<file path="src/rtl/arb4_pkg.sv">
// rtl/arb4_pkg.sv - shared types and constants for the 4-way arbiter
// Purpose: FSM state encoding, requester count/index width and round-robin
//          pointer reset value shared by arb4_ctrl and prio_enc4.
// Ports:   none (package).
package arb4_pkg;

    localparam int NREQ = 4;
    localparam int IDW  = 2;

    localparam logic [IDW-1:0] RR_PTR_RST = 2'd3;

    typedef enum logic [1:0] {
        IDLE    = 2'd0,
        GRANT   = 2'd1,
        RELEASE = 2'd2
    } state_t;

endpackage

</file>
<file path="src/rtl/arb4_ctrl_prio_enc4.sv">
// rtl/arb4_ctrl_prio_enc4.sv - 4-to-2 priority encoder, highest index wins
// Purpose: combinational encoder used by arb4_ctrl to pick a winner.
// Ports:   req_in [3:0] - request vector (bit 3 has highest priority)
//          idx    [1:0] - index of highest set bit, 0 when none set
//          vld          - at least one bit of req_in is set
module prio_enc4
    import arb4_pkg::*;
(
    input  logic [NREQ-1:0] req_in,
    output logic [IDW-1:0]  idx,
    output logic            vld
);

    always_comb begin
        idx = '0;
        vld = |req_in;
        casez (req_in)
            4'b1???: idx = 2'd3;
            4'b01??: idx = 2'd2;
            4'b001?: idx = 2'd1;
            default: idx = 2'd0;
        endcase
    end

endmodule

</file>
<file path="src/rtl/arb4_ctrl.sv">
// rtl/arb4_ctrl.sv - 4-requester arbiter with bounded grant hold time
// Purpose: grants one of four requesters, holds the grant until done, the
//          owner drops its request, or MAX_HOLD cycles elapse, then inserts
//          a one-cycle RELEASE gap before returning to IDLE.
// Config:  ARB4_ROUND_ROBIN_EN defined   -> rotating priority (rr_ptr)
//          ARB4_ROUND_ROBIN_EN undefined -> fixed priority, index 3 highest
// Ports:   clk          - clock, rising edge
//          rst          - asynchronous active-high reset
//          req [3:0]    - request lines, bit n is requester n
//          done         - owner finished, sampled only in GRANT
//          gnt [3:0]    - registered one-hot grant
//          gnt_id [1:0] - binary owner index, 0 when no owner
//          gnt_vld      - high when gnt is non-zero
//          timeout      - one-cycle pulse in RELEASE after a forced release
module arb4_ctrl
    import arb4_pkg::*;
#(
    parameter int MAX_HOLD = 8
) (
    input  logic            clk,
    input  logic            rst,
    input  logic [NREQ-1:0] req,
    input  logic            done,
    output logic [NREQ-1:0] gnt,
    output logic [IDW-1:0]  gnt_id,
    output logic            gnt_vld,
    output logic            timeout
);

    localparam int HCW = (MAX_HOLD > 1) ? $clog2(MAX_HOLD) : 1;
    localparam logic [HCW-1:0] HOLD_LAST = HCW'(MAX_HOLD - 1);

    state_t          state_q,   state_d;
    logic [NREQ-1:0] gnt_q,     gnt_d;
    logic [IDW-1:0]  gnt_id_q,  gnt_id_d;
    logic            gnt_vld_q, gnt_vld_d;
    logic            timeout_q, timeout_d;
    logic [HCW-1:0]  hold_cnt_q, hold_cnt_d;

    logic [NREQ-1:0] enc_in;
    logic [IDW-1:0]  enc_idx;
    logic            enc_vld;
    logic [IDW-1:0]  win_id;

`ifdef ARB4_ROUND_ROBIN_EN
    logic [IDW-1:0] rr_ptr_q, rr_ptr_d;

    // Rotate so that requester rr_ptr lands on encoder bit 3 (checked first),
    // rr_ptr-1 on bit 2, and so on; the encoder index is then un-rotated.
    always_comb begin
        enc_in = '0;
        for (int j = 0; j < NREQ; j++) begin
            enc_in[j] = req[rr_ptr_q + IDW'(j + 1)];
        end
    end

    assign win_id = rr_ptr_q + enc_idx + 2'd1;
`else
    assign enc_in = req;
    assign win_id = enc_idx;
`endif

    prio_enc4 u_prio_enc4 (
        .req_in (enc_in),
        .idx    (enc_idx),
        .vld    (enc_vld)
    );

    always_comb begin
        state_d    = state_q;
        gnt_d      = gnt_q;
        gnt_id_d   = gnt_id_q;
        gnt_vld_d  = gnt_vld_q;
        timeout_d  = 1'b0;
        hold_cnt_d = hold_cnt_q;
`ifdef ARB4_ROUND_ROBIN_EN
        rr_ptr_d   = rr_ptr_q;
`endif

        unique case (state_q)
            IDLE: begin
                gnt_d      = '0;
                gnt_id_d   = '0;
                gnt_vld_d  = 1'b0;
                hold_cnt_d = '0;
                if (enc_vld) begin
                    state_d   = GRANT;
                    gnt_d     = NREQ'(1) << win_id;
                    gnt_id_d  = win_id;
                    gnt_vld_d = 1'b1;
`ifdef ARB4_ROUND_ROBIN_EN
                    // winner - 1 makes the winner the last one checked next time
                    rr_ptr_d  = win_id - 2'd1;
`endif
                end
            end

            GRANT: begin
                // done wins over the hold limit, so no timeout pulse then
                if (done || !req[gnt_id_q]) begin
                    state_d    = RELEASE;
                    gnt_d      = '0;
                    gnt_id_d   = '0;
                    gnt_vld_d  = 1'b0;
                    hold_cnt_d = '0;
                end else if (hold_cnt_q == HOLD_LAST) begin
                    state_d    = RELEASE;
                    gnt_d      = '0;
                    gnt_id_d   = '0;
                    gnt_vld_d  = 1'b0;
                    hold_cnt_d = '0;
                    timeout_d  = 1'b1;
                end else begin
                    hold_cnt_d = hold_cnt_q + 1'b1;
                end
            end

            RELEASE: begin
                state_d    = IDLE;
                gnt_d      = '0;
                gnt_id_d   = '0;
                gnt_vld_d  = 1'b0;
                hold_cnt_d = '0;
            end

            default: begin
                state_d    = IDLE;
                gnt_d      = '0;
                gnt_id_d   = '0;
                gnt_vld_d  = 1'b0;
                hold_cnt_d = '0;
            end
        endcase
    end

    always_ff @(posedge clk or posedge rst) begin
        if (rst) begin
            state_q    <= IDLE;
            gnt_q      <= '0;
            gnt_id_q   <= '0;
            gnt_vld_q  <= 1'b0;
            timeout_q  <= 1'b0;
            hold_cnt_q <= '0;
        end else begin
            state_q    <= state_d;
            gnt_q      <= gnt_d;
            gnt_id_q   <= gnt_id_d;
            gnt_vld_q  <= gnt_vld_d;
            timeout_q  <= timeout_d;
            hold_cnt_q <= hold_cnt_d;
        end
    end

`ifdef ARB4_ROUND_ROBIN_EN
    always_ff @(posedge clk or posedge rst) begin
        if (rst) begin
            rr_ptr_q <= RR_PTR_RST;
        end else begin
            rr_ptr_q <= rr_ptr_d;
        end
    end
`endif

    assign gnt     = gnt_q;
    assign gnt_id  = gnt_id_q;
    assign gnt_vld = gnt_vld_q;
    assign timeout = timeout_q;

endmodule

</file>
<file path="config.mk">
export PLATFORM = sky130hd
export DESIGN_NAME = arb4_ctrl
export DESIGN_NICKNAME = d
export VERILOG_FILES = /design/src/rtl/arb4_pkg.sv /design/src/rtl/arb4_ctrl_prio_enc4.sv /design/src/rtl/arb4_ctrl.sv
export SDC_FILE = /design/constraint.sdc
export NUM_CORES = 1
export LEC_CHECK = 0
export BUFFER_PORTS_ARGS = -buffer_cell sky130_fd_sc_hd__buf_2
export CORE_AREA = 2 2 39 41
export CTS_BUF_LIST = sky130_fd_sc_hd__clkbuf_16
export DETAILED_ROUTE_END_ITERATION = 6
export DIE_AREA = 0 0 41 43
export GPL_TIMING_DRIVEN = 0
export PLACE_DENSITY = 0.8
export SLEW_MARGIN = 10
export SYNTH_ARGS = -nofsm -noshare
export SYNTH_HDL_FRONTEND = slang
export SYNTH_HIERARCHICAL = 1
export SYNTH_SLANG_ARGS = --single-unit
</file>
<file path="constraint.sdc">
create_clock -name clk -period 2.3 [get_ports clk]
set_input_delay 0.575 -clock clk [delete_from_list [all_inputs] [get_ports clk]]
set_output_delay 0.575 -clock clk [all_outputs]
set_load 0.01 [all_outputs]
</file>
Yosys cells after proc, flatten, opt, wreduce, memory -nomap -nowiden
Index checks and enable logic that the tools add are counted.
- flip-flop bits (word level): 13
- bits of input ports: 7
- output and inout port bits: 8
- logic and storage cells: 45
- add/sub/neg operators: 1
- magnitude comparators: 1
- equal/unequal tests: 6
- shift-type cells: 1
- mux-type cells: 25
- reductions and logical operators: 5
- operators by type and width (kind ; number):
    2-bit 2-to-1 mux ; 6
    4-bit 2-to-1 mux ; 3
    3-bit 2-to-1 mux ; 3
    2-bit one-hot mux with 2 select lines ; 2
    4-bit one-hot mux with 2 select lines ; 1
    1-bit 2-to-1 mux ; 7
    2-bit one-hot mux with 3 select lines ; 1
    2-bit by 1-bit == test with 1-bit output (second input constant) ; 2
    4-bit OR reduction ; 1
    1-bit by 2-bit left shift with 4-bit output (first input constant) ; 1
    3-bit by 1-bit adder with 3-bit output (second input constant) ; 1
    3-bit by 1-bit == test with 1-bit output (second input constant) ; 1
    3-bit == test (second input constant) ; 1
    2-bit by 3-bit < comparator with 1-bit output (second input constant) ; 1
    3-bit inequality test (second input constant) ; 1
    1-bit binary-select mux with 2-bit select ; 1
    2-bit zero test ; 1
    2-bit inequality test (second input constant) ; 1
    1-bit one-hot mux with 2 select lines ; 1
    2-bit AND reduction ; 1
    1-bit zero test ; 1
    1-bit logical OR ; 1

Depth between registers and ports, before layout
- word-level depth: 6
- gate-level depth with buffers: 4
- gate-level depth less buffers: 4

Modules after synthesis
The synthesis kept the hierarchy.
- modules (own cells, without submodules) (module ; instances ; cells an instance ; area each (um^2) ; sequential area each (um^2)):
    arb4_ctrl ; 1 ; 41 ; 576.8 ; 325.3
    prio_enc4 ; 1 ; 4 ; 23.8 ; 0.0

Worst setup path after synthesis
OpenSTA, ideal clock, no wires.
- path kind: register to register
- start point: register hold_cnt_q[0]
- end point: register hold_cnt_q[0]
- setup time: 0.067 ns
- arrival time: 1.574 ns
- required time: 2.233 ns
- setup slack: 0.659 ns
- stages on the path, launching flop included: 5
- buffers on the path: 0
- clock period less this slack: 1.641 ns
- cell sequence: dfrtp_1 -> ha_1 -> ha_1 -> nor4b_2 -> and3b_2
- cells in the longest elaborated chain, start to end: 4
- elaborated cells on any way between the ends: 5
- those cells by class: add/sub: 1; eq/ne: 1; mux: 3
- ends and longest elaborated chain (what ; RTL line ; text):
    start: declaration ; arb4_ctrl.sv:38 ; logic [HCW-1:0] hold_cnt_q, hold_cnt_d;
    start signal: assignment ; arb4_ctrl.sv:150 ; hold_cnt_q <= hold_cnt_d;
    3-bit by 1-bit adder with 3-bit output or 3-bit == test (tied branches) ; arb4_ctrl.sv:114, arb4_ctrl.sv:106 ;
    3-bit 2-to-1 mux (*) ; arb4_ctrl.sv:106 ; end else if (hold_cnt_q == HOLD_LAST) begin
    3-bit 2-to-1 mux (*) ; arb4_ctrl.sv:100 ; if (done || !req[gnt_id_q]) begin
    3-bit 2-to-1 mux (*) ; arb4_ctrl.sv:80 ; unique case (state_q)
    named net hold_cnt_d[0] ; arb4_ctrl.sv:38 ;
The timed path passes the listed nets; every way through them passes the cells marked *.
A chain may end at the register's enable or synchronous reset.

Final worst setup path
Same ends and word-level chain as after synthesis.

==> results.yml <==
cts:
  cts_buffers: 3
  cts_tree: "built"
  clock_sinks: 13
  cts-resized-gates: 0
  postCtsSetupBuffers: 0
  cts.path.max_buffers: 2
  htreeDepth: 1
  clock_latency_ns: 0.24
  cts-hold-fix-buffers: 0
  clkSlewWorstSetupHoldPaths_ns: 0.04
  root_buffer: "clkbuf_16"
flow_run:
  max_cap_violations: 0
place:
  io_buffers: 14
  dp.cells: 75
  gp_congestion: 0.6927
  dp_hpwl_microns: 792.4
  place_area_sq_um: 690.7
  place_ws_ns: 0.3553
timing:
  skew_ns: 0.001753
  clock.fmax_mhz: 515.8
  tightestPinTransition_ns: 0.8790
  rsz0062_at_grt: "false"
  slew_violations: 0
  setup_slack_ns: 0.3612
  tns_ns: 0
  fin_crit_sh_pct: 84.29
  hold_viol: 0
  min_period_ns: 1.939
  slew_headroom_pct: 41.24
  setup_viol: 0
global_route:
  overflow: 0
  grt_pass1_wl_microns: 1745
  grt_max_degree: 14
  grt_use_total_pct: 14.91
  grt_antenna_before_repair: 0
  first_global_vias: 415
routing:
  drt-vias-per-instance: 5.418
  wl_microns: 1111
  drtIter0Drc: 1
  dr.pass1.iters: 4
  vias: 428
  drtAntennaViolNets: 0
  drc: 0
  wl_per_cell_microns: 14.06
final_layout:
  nets: 73
  fill_cells: 110
  design_area_sq_um: 769.5
  syn_to_final_growth_pct: 28.13
  layoutNonFillerInstCount: 79
  layout-drive-gt1-share_pct: 44.44
  antenna_cells: 0
yosys:
  synth_area_sq_um: 600.6
  synth-adder-area-share_pct: 4.167
  synthMuxAreaShare_pct: 5.625
  syn-num-nets: 54
  synth_top_family_by_area: "simple AND/OR/NAND/NOR gates"
  synth_compound_area_share_pct: 14.79
  synth_cell_types: 21
  yosysSeqAreaShare_pct: 54.17
  synth_seq_cells: 13
  yosys_warnings: 6
  yosys.area_share.simple_pct: 17.50
  synth_xor_area_share_pct: 0
  netlist_instances: 45
  synth_area_per_cell_sq_um: 13.35
worst_setup_path:
  crit_path_frequent_cell: "ha_1"
  reg2reg_to: "hold_cnt_q[0]$_DFF_PP0_"
  r2r_cells: 4
  r2r_setup_slack_ns: 0.36
  cp-end-kind: "flop"
  worst_path_largest_cell_delay_ns: 0.80
  worstPathRequired_ns: 2.47
  worstPathMaxFanout: 10
  cp.arrival_ns: 2.11
  crit_chain: "ha_1 > ha_1 > nor4b_2 > and3b_2"
  slowest_stage: "nor4b_2"
  rr_startpoint: "hold_cnt_q[0]$_DFF_PP0_"
  critPathKind: "reg -> reg"
  crit_path_start_kind: "flop"
power:
  p_total_mw: 0.9558
  p_seq_share_pct: 36.4
  cellPowerDensity_nw_per_um2: 1242
  clockPowerShare_pct: 33.3
  switching_power_mw: 0.2866
  internal_power_mw: 0.6692
  p_comb_share_pct: 30.3
  switching_share_pct: 29.98
  leakage_nw: 0.4096
  irDropWorstVdd_mv: 0.5542
floorplan:
  start_util_pct: 43.40
  die_w_microns: 41
  die_area_sq_um: 1763
  die_h_microns: 43
  pin_count: 15
  rows: 14
  core_sq_um: 1384
min_path:
  min_path_type: "in -> async"
run_status:
  status: "completed"
[synth_stat cells]
| cell | instances | share of area (%) |
|---|---|---|
| dfrtp_1 | 13 | 54 |
| a32o_1 | 5 | 8.3 |
| and3_2 | 3 | 3.7 |
| inv_1 | 3 | 1.9 |
| a31o_2 | 2 | 2.9 |
| ha_1 | 2 | 4.2 |
| nor2_1 | 2 | 1.3 |
| nor3b_1 | 2 | 2.5 |
| a21o_1 | 1 | 1.3 |
| a21o_2 | 1 | 1.5 |
| a21oi_1 | 1 | 0.83 |
| and3b_2 | 1 | 1.7 |
| buf_6 | 1 | 1.9 |
| mux2_2 | 1 | 1.9 |
| mux4_2 | 1 | 3.7 |
| nand2b_1 | 1 | 1.0 |
| nor2b_1 | 1 | 1.0 |
| nor4b_2 | 1 | 2.5 |
| nor4bb_1 | 1 | 1.7 |
| or2_1 | 1 | 1.0 |
| or3_1 | 1 | 1.0 |
[how the worst max path moves through the flow]
stage | startpoint | endpoint | slack [ns] | cells past startpoint
final | hold_cnt_q[0]$_DFF_PP0_ | hold_cnt_q[0]$_DFF_PP0_ | 0.36 | 4
after global routing | hold_cnt_q[0]$_DFF_PP0_ | hold_cnt_q[1]$_DFF_PP0_ | 0.28 | 4
after CTS | hold_cnt_q[0]$_DFF_PP0_ | hold_cnt_q[1]$_DFF_PP0_ | 0.35 | 4
after detailed placement | hold_cnt_q[0]$_DFF_PP0_ | hold_cnt_q[1]$_DFF_PP0_ | 0.36 | 4
after global placement | hold_cnt_q[0]$_DFF_PP0_ | hold_cnt_q[0]$_DFF_PP0_ | 0.41 | 4
after floorplan | hold_cnt_q[0]$_DFF_PP0_ | hold_cnt_q[0]$_DFF_PP0_ | 0.66 | 4
[power groups by stage]
stage                     logic [mW]  registers (mW)  clock network, mW
final                          0.290           0.348              0.318
after detailed placement       0.292           0.351                  0
after global routing           0.312           0.357              0.340
after CTS                      0.294           0.348              0.324
after global placement         0.283           0.347                  0
after floorplan                0.187           0.362                  0
[final cells by class]
cell class	instances	area, sq um	share of cell area, %
Sequential cell	13	325.3	42.28
Multi-Input combinational cell	28	252.7	32.85
Clock buffer	3	75.07	9.756
Timing Repair Buffer	14	70.07	9.106
Tap cell	16	20.02	2.602
Buffer	1	11.26	1.463
Inverter	3	11.26	1.463
Clock inverter	1	3.754	0.4878
[layer usage]
metal	global-route usage, %	vias to the layer above	routed length [microns]
met5	0	-	0
met4	8.000	0	14
met3	4.712	2	44
met2	21.88	10	566
met1	18.71	207	485
li1	-	209	-
[layout by cell type (no fill, tap or decap)]
cell type / n
mux2_2: 1
inv_1: 4
nor4bb_1: 1
a21o_2: 1
nor4b_2: 1
or2_1: 1
ha_1: 2
nor2_1: 2
and3_2: 3
and3b_2: 1
clkbuf_16: 3
a31o_2: 2
buf_6: 1
nor2b_1: 1
a21oi_1: 1
dfrtp_1: 13
nor3b_1: 2
a21o_1: 1
or3_1: 1
nand2b_1: 1
mux4_2: 1
a32o_1: 5
buf_2: 14
[sequential cells by signal, indices dropped and copies added (netlist names)]
signal / count
hold_cnt_q: 3
gnt_vld: 1
state_q: 2
gnt_id: 2
gnt: 4
timeout: 1
[critical path: cells and delay by family, from the launching register on]
family / cells / cell delay (ns)
adders and majority gates: 2 / 0.41
and+or+nand+nor: 2 / 1.09
DFF: 1 / 0.37
[through the flow]
| step | util (%) | hold slack (ns) |
|---|---|---|
| finish | 55.61 | 0.3507 |
| global route | 55.61 | 0.3975 |
| CTS | 55.61 | 0.3714 |
| detailed placement | 49.91 | 0.5059 |
| global placement | 49.91 | 0.4971 |
| floorplan | - | 0.4520 |
[kinds of logic (layout without fill, tap and decap cells)]
group	count (synthesis)	after routing
AOI/OAI and AO/OA	10	10
and+or+nand+nor	14	14
buffers and inverters	4	22
DFF	13	13
adders and majority gates	2	2
muxes	2	2
(Power assumes the default switching activity.)
